`src/rtl/ips2l_ddrphy_pll_seq_pkg.sv`:
```
// Shared types for the DDR PHY PLL reset/lock sequencer.
package ips2l_ddrphy_pll_seq_pkg;

   typedef enum logic [2:0] {
      RST,
      WAIT_LOCK,
      GATE_OPEN,
      RUN,
      LOSS
   } seq_state_e;

   localparam logic [3:0] RETRY_MAX = 4'd15;

endpackage

```
`src/rtl/ips2l_ddrphy_sync2_v1_0.sv`:
```
// Generic two-flop synchronizer, async active-low reset to 0.
module ips2l_ddrphy_sync2_v1_0 #(
   parameter int W = 1
) (
   input  logic         clk,
   input  logic         rst_n,
   input  logic [W-1:0] d,
   output logic [W-1:0] q
);

   logic [W-1:0] meta;

   always_ff @(posedge clk or negedge rst_n) begin
      if (!rst_n) begin
         meta <= '0;
         q    <= '0;
      end else begin
         meta <= d;
         q    <= meta;
      end
   end

endmodule

```
`src/rtl/ips2l_ddrphy_ppll_rst_ctrl_v1_0.sv`:
```
// PPLL reset/lock sequencer: pulses pll_rst, waits for stable lock, ungates clkoutphy, then releases phy_rst_n.
// Optional lock timeout with retry counting: define IPS2L_DDRPHY_PLL_LOCK_TIMEOUT_EN.
module ips2l_ddrphy_ppll_rst_ctrl_v1_0
   import ips2l_ddrphy_pll_seq_pkg::*;
#(
   parameter int RST_CYCLES          = 16,
   parameter int LOCK_STABLE_CYCLES  = 64,
   parameter int GATE_SETTLE_CYCLES  = 8,
   parameter int LOCK_TIMEOUT_CYCLES = 65535,
   parameter int CNT_W               = 16
) (
   input  logic       clk,
   input  logic       rst_n,
   input  logic       pll_lock,
   input  logic       soft_restart,
   output logic       pll_rst,
   output logic       clkoutphy_gate,
   output logic       phy_rst_n,
   output logic       seq_done,
   output logic       lock_err,
   output logic [3:0] retry_cnt
);

   localparam logic [CNT_W-1:0] RST_LAST    = CNT_W'(RST_CYCLES - 1);
   localparam logic [CNT_W-1:0] STABLE_LAST = CNT_W'(LOCK_STABLE_CYCLES - 1);
   localparam logic [CNT_W-1:0] SETTLE_LAST = CNT_W'(GATE_SETTLE_CYCLES - 1);

   seq_state_e       state, state_nxt;
   logic [CNT_W-1:0] cnt, cnt_nxt;
   logic             lock_s;
   logic             timeout;
   logic             pll_rst_d, gate_d, phy_rst_n_d, done_d;

   ips2l_ddrphy_sync2_v1_0 #(.W(1)) u_lock_sync (
      .clk   (clk),
      .rst_n (rst_n),
      .d     (pll_lock),
      .q     (lock_s)
   );

`ifdef IPS2L_DDRPHY_PLL_LOCK_TIMEOUT_EN
   localparam logic [CNT_W-1:0] TMO_LAST = CNT_W'(LOCK_TIMEOUT_CYCLES - 1);

   // Separate from the shared counter: the stable count clears on every lock drop.
   logic [CNT_W-1:0] tmo_cnt;
   logic             err_q;
   logic [3:0]       retry_q;

   assign timeout = (state == WAIT_LOCK) && (tmo_cnt == TMO_LAST);

   always_ff @(posedge clk or negedge rst_n) begin
      if (!rst_n) begin
         tmo_cnt <= '0;
         err_q   <= 1'b0;
         retry_q <= '0;
      end else if (soft_restart) begin
         tmo_cnt <= '0;
         err_q   <= 1'b0;
         retry_q <= '0;
      end else begin
         tmo_cnt <= (state == WAIT_LOCK && state_nxt == WAIT_LOCK) ? tmo_cnt + 1'b1 : '0;
         if (timeout && state_nxt == RST) begin
            err_q <= 1'b1;
            if (retry_q != RETRY_MAX) retry_q <= retry_q + 1'b1;
         end
      end
   end

   assign lock_err  = err_q;
   assign retry_cnt = retry_q;
`else
   logic unused_tmo;
   assign unused_tmo = (LOCK_TIMEOUT_CYCLES != 0);
   assign timeout    = 1'b0;
   assign lock_err   = 1'b0;
   assign retry_cnt  = '0;
`endif

   always_ff @(posedge clk or negedge rst_n) begin
      if (!rst_n) begin
         state <= RST;
         cnt   <= '0;
      end else begin
         state <= state_nxt;
         cnt   <= cnt_nxt;
      end
   end

   always_comb begin
      state_nxt = state;
      cnt_nxt   = cnt + 1'b1;
      case (state)
         RST:       if (cnt == RST_LAST) state_nxt = WAIT_LOCK;
         WAIT_LOCK: begin
            if (lock_s && cnt == STABLE_LAST) state_nxt = GATE_OPEN;
            else if (timeout)                 state_nxt = RST;
            else if (!lock_s)                 cnt_nxt   = '0;
         end
         GATE_OPEN: begin
            if (!lock_s)                 state_nxt = LOSS;
            else if (cnt == SETTLE_LAST) state_nxt = RUN;
         end
         RUN: begin
            cnt_nxt = cnt;
            if (!lock_s) state_nxt = LOSS;
         end
         LOSS:      state_nxt = RST;
         default:   state_nxt = RST;
      endcase
      if (soft_restart) state_nxt = RST;
      // The shared counter restarts on every state entry.
      if (soft_restart || state_nxt != state) cnt_nxt = '0;
   end

   // Outputs decode the next state so they flip on the same edge as the state.
   always_comb begin
      pll_rst_d   = 1'b0;
      gate_d      = 1'b1;
      phy_rst_n_d = 1'b0;
      done_d      = 1'b0;
      case (state_nxt)
         RST:       pll_rst_d = 1'b1;
         GATE_OPEN: gate_d    = 1'b0;
         RUN: begin
            gate_d      = 1'b0;
            phy_rst_n_d = 1'b1;
            done_d      = 1'b1;
         end
         default: ;
      endcase
   end

   always_ff @(posedge clk or negedge rst_n) begin
      if (!rst_n) begin
         pll_rst        <= 1'b1;
         clkoutphy_gate <= 1'b1;
         phy_rst_n      <= 1'b0;
         seq_done       <= 1'b0;
      end else begin
         pll_rst        <= pll_rst_d;
         clkoutphy_gate <= gate_d;
         phy_rst_n      <= phy_rst_n_d;
         seq_done       <= done_d;
      end
   end

endmodule

```
`config.mk`:
```
export PLATFORM = sky130hd
export DESIGN_NAME = ips2l_ddrphy_ppll_rst_ctrl_v1_0
export DESIGN_NICKNAME = d
export VERILOG_FILES = /design/src/rtl/ips2l_ddrphy_pll_seq_pkg.sv /design/src/rtl/ips2l_ddrphy_sync2_v1_0.sv /design/src/rtl/ips2l_ddrphy_ppll_rst_ctrl_v1_0.sv
export SDC_FILE = /design/constraint.sdc
export NUM_CORES = 1
export LEC_CHECK = 0
export ABC_AREA = 1
export CAP_MARGIN = 20
export CORE_MARGIN = 2
export CORE_UTILIZATION = 40
export DETAILED_ROUTE_END_ITERATION = 16
export PLACE_DENSITY = 0.56
export SLEW_MARGIN = 15
export SYNTH_ARGS = -nofsm -noshare
export SYNTH_HDL_FRONTEND = slang
export SYNTH_SLANG_ARGS = --single-unit
```
`constraint.sdc`:
```
create_clock -name clk -period 2.1 [get_ports clk]
set_input_delay 0.42 -clock clk [delete_from_list [all_inputs] [get_ports clk]]
set_output_delay 0.42 -clock clk [all_outputs]
set_load 0.01 [all_outputs]
```
==> summary.md <==
| Metric | Value |
|---|---|
| Worst-path clk slew | `~0.14 ns` |
| Largest net degree at the start of global routing | `25` |
| Final worst slack | `roughly 0.23 ns` |
| First-pass GRT wire length | `approximately 5.4 mm` |
| Critical-path maximum fanout | `15` |
| Share of cells above drive strength 1 | `around 13%` |
| Count of different cell masters after synthesis | `33` |
| Total GRT Usage | `between 10% and 20%` |
| R2R depth | `10` |
| Final Skew | `approximately 0.011 ns` |
| Post-Layout Cell Count | `~250` |
| Mux cell area share after synthesis | `0%` |
| Post-CTS resize count | `0` |
| Worst path slowest cell | `dfrtp_1` |
| Drc violations | `0` |
| Final setup violation count | `0` |
| CTS Root Cell | `clkbuf_4` |
| Worst Path Arrival | `2.08 ns` |
| Cells after DPL | `about 240` |
| Hold Path Class | `reg -> reg` |
| Congestion Overflow GR | `0` |
| Max frequency | `roughly 530 MHz` |
| Deepest clock path buffer count | `2` |
| Ant. Diodes | `0` |
| Register area share after synthesis | `41.8%` |
| Static leakage | `0.691 nW` |
| Avg WL per Cell | `12.2 µm` |
| Worst path most repeated cell | `nand2_1` |
| Status | `complete, no violations` |
| Detail Route Antenna Nets | `0` |
| Synth cell count leaders | `nand2_1, nor2_1, dfrtp_1, inv_1, nand3_1` |
| Crit path to | `cnt[11]$_DFFE_PN0P_` |
| Antenna violations before repair | `0` |
| Routed WL | `around 3.0 mm` |
| Area growth syn-to-layout | `9.81%` |
| Asr flop ratio synth | `100%` |
| Psw | `179 µW` |
| Port-buffer cells | `7` |
| Pre-CTS WS | `around 0.18 ns` |
| P_int | `between 600 and 700 µW` |
| Ys flop type | `dfrtp_1` |
| Vias in the first global route | `between 1000 and 1500` |
| Syn Area/Cell | `around 7.5 µm²` |
| WP depth | `10` |
| Yosys top cell area share | `38.2%` |
| Num CTS Buffers | `3` |
| CP cell instances | `ha_1 -> inv_1 -> nor3_2 -> nand3_1 -> nand2_1 -> nand3_2 -> nand2_1 -> nand2_2 -> nand3_4 -> a21oi_1` |
| Core footprint | `around 3400 µm²` |
| CTS Sinks | `24` |
| Synthesis Warnings | `0` |
| Area leader, netlist | `dfrtp_1` |
| Synth Area in Compound Gates | `10.9%` |
| CTS tree | `done` |
| Seq pwr share | `between 50% and 60%` |
| Most common cell in the netlist | `nand2_1` |
| VDD IR max | `roughly 0.00026 V` |
| WP buf/inv | `1` |
| CP peak stage delay | `0.42 ns` |
| Switching Share | `a little over a fifth` |
| CP top delay family | `simple AND/OR/NAND/NOR gates` |
| Crit Path Class | `reg -> reg` |
| Hold Startpoint | `u_lock_sync.meta$_DFF_PN0_` |
| Chip width | `between 60 and 70 µm` |
| Setup crit start | `cnt[0]$_DFFE_PN0P_` |
| Worst EP required | `roughly 2.3 ns` |
| Total number of vias | `roughly 1300` |
| DP HPWL | `~2.3 mm` |
| Die ar. | `4100 µm²` |
| Simple-gate portion of the synthesized area | `between 30% and 40%` |
| Tcrit/Tclk final | `around nine tenths` |
| Reg2Reg Setup Slack | `~0.23 ns` |
| Drt pass-1 iters | `4` |
| # rows | `21` |
| Synth top area cells | `dfrtp_1, nand2_1, nor2_1` |
| Initial Util | `roughly 43%` |
| Hold violation count in the final report | `0` |
| Power per Cell Area | `540 nW/µm²` |
| Critical Path End Type | `flip-flop` |
| Adder-cell share of the synthesized area | `0.868%` |
| I/O pins | `13` |
| Clock power share | `approximately two fifths` |
| Critical path startpoint category | `flip-flop` |
| Worst reg2reg path endpoint | `cnt[11]$_DFFE_PN0P_` |
| WHS | `approximately 0.37 ns` |
| Die Y | `~64 µm` |
| CTS H-Tree Depth | `1` |
| Comb power frac | `~4.9%` |
| Max-Cap Viols | `0` |
| Synth Instances | `roughly 190` |
| Post-layout util | `a little under half` |
| #FFs+latches synth | `24` |
| DR vias/cell | `around 5.1` |
| Post CTS Setup Buffer Count | `0` |
| Max Slew Vio Count | `0` |
| Synthesized cell area | `about 1400 µm²` |
| Largest family of logic cells by synthesized area | `simple AND/OR/NAND/NOR gates` |
| Unrepaired setup endpoints after global routing | `no` |
| Worst R2R Start | `cnt[0]$_DFFE_PN0P_` |
| Post-Synth XOR/XNOR Area | `0%` |
| Clk_lat worst skew | `~0.32 ns` |
| Drt initial violations | `110` |
| CTS Hold Bufs | `0` |
| Post-synth EDFFs | `0` |
| Gpl congestion | `between 0.8 and 0.9` |
| Final #Nets | `approximately 200` |
| Setup TNS | `0 ns` |
| Tmin final | `1.87 ns` |
kinds of logic after synthesis:
| family | after synthesis |
|---|---|
| other cells | 1 |
| flops | 24 |
| buf+inv | 32 |
| compound gates | 26 |
| fa+ha+maj | 1 |
| simple gates | 107 |
registers in the layout, indices dropped and copies added, names as in the netlist:
register / count
pll_rst: 1
seq_done: 1
u_lock_sync.q: 1
clkoutphy_gate: 1
cnt: 16
u_lock_sync.meta: 1
state: 3
worst reg2reg max path: stages, from the launching register on:
cell,delay [ns]
dfrtp_1,0.42
ha_1,0.23
inv_1,0.06
nor3_2,0.25
nand3_1,0.13
nand2_1,0.09
nand3_2,0.10
nand2_1,0.12
nand2_2,0.09
nand3_4,0.18
a21oi_1,0.07
stage by stage:
step | power (mW) | instance area (µm²)
after detailed placement | 0.527 | 1530
after CTS | 0.870 | 1580
after floorplan | 0.514 | 1460
after global placement | 0.526 | 1530
final | 0.855 | 1580
after global routing | 0.901 | 1580
power groups by stage:
stage	logic (mW)	registers [mW]	clock network, mW
after floorplan	0.0322	0.482	0
after global placement	0.0425	0.483	0
after detailed placement	0.0431	0.483	0
after CTS	0.0434	0.475	0.351
after global routing	0.0492	0.476	0.376
final	0.0423	0.475	0.338
layer usage:
metal	track usage, %	wire [µm]	share of wire [%]
met1	24.1	1470	49
met3	1.58	68	2.3
met4	4.89	38	1.3
met5	0	0	0
met2	25.5	1430	48
cell type report:
type                    instances  area, µm²
fillers                       350       1810
repair buffers                 10       92.6
clock inverters                 1       30.0
clock buffers                   3       22.5
well taps                      46       57.6
flip-flops and latches         24        603
inverters                      23       86.3
multi-input cells             139        691
cells in the final DEF, fill, tap and decap left out, drive strengths merged:
| cell | n |
|---|---|
| nand3 | 15 |
| a22oi | 1 |
| clkdlybuf4s50 | 7 |
| o21bai | 1 |
| o22ai | 4 |
| a21oi | 8 |
| inv | 23 |
| bufinv | 1 |
| nor4 | 3 |
| nor3 | 6 |
| dfrtp | 22 |
| o211ai | 1 |
| conb | 5 |
| buf | 3 |
| dfstp | 2 |
| clkbuf | 3 |
| a31oi | 1 |
| o21ai | 9 |
| a22o | 1 |
| nand4 | 6 |
| nand2 | 40 |
| nor2 | 35 |
| or2 | 2 |
| ha | 1 |
worst min path at each step:
stage                                   end  slack [ns]  cells past startpoint
finish              u_lock_sync.q$_DFF_PN0_        0.37                      0
global route        u_lock_sync.q$_DFF_PN0_        0.40                      0
CTS                 u_lock_sync.q$_DFF_PN0_        0.38                      0
detailed placement  u_lock_sync.q$_DFF_PN0_        0.35                      0
global placement    u_lock_sync.q$_DFF_PN0_        0.34                      0
floorplan                cnt[0]$_DFFE_PN0P_        0.12                      0
No activity file was read; power rests on OpenSTA's default activity.
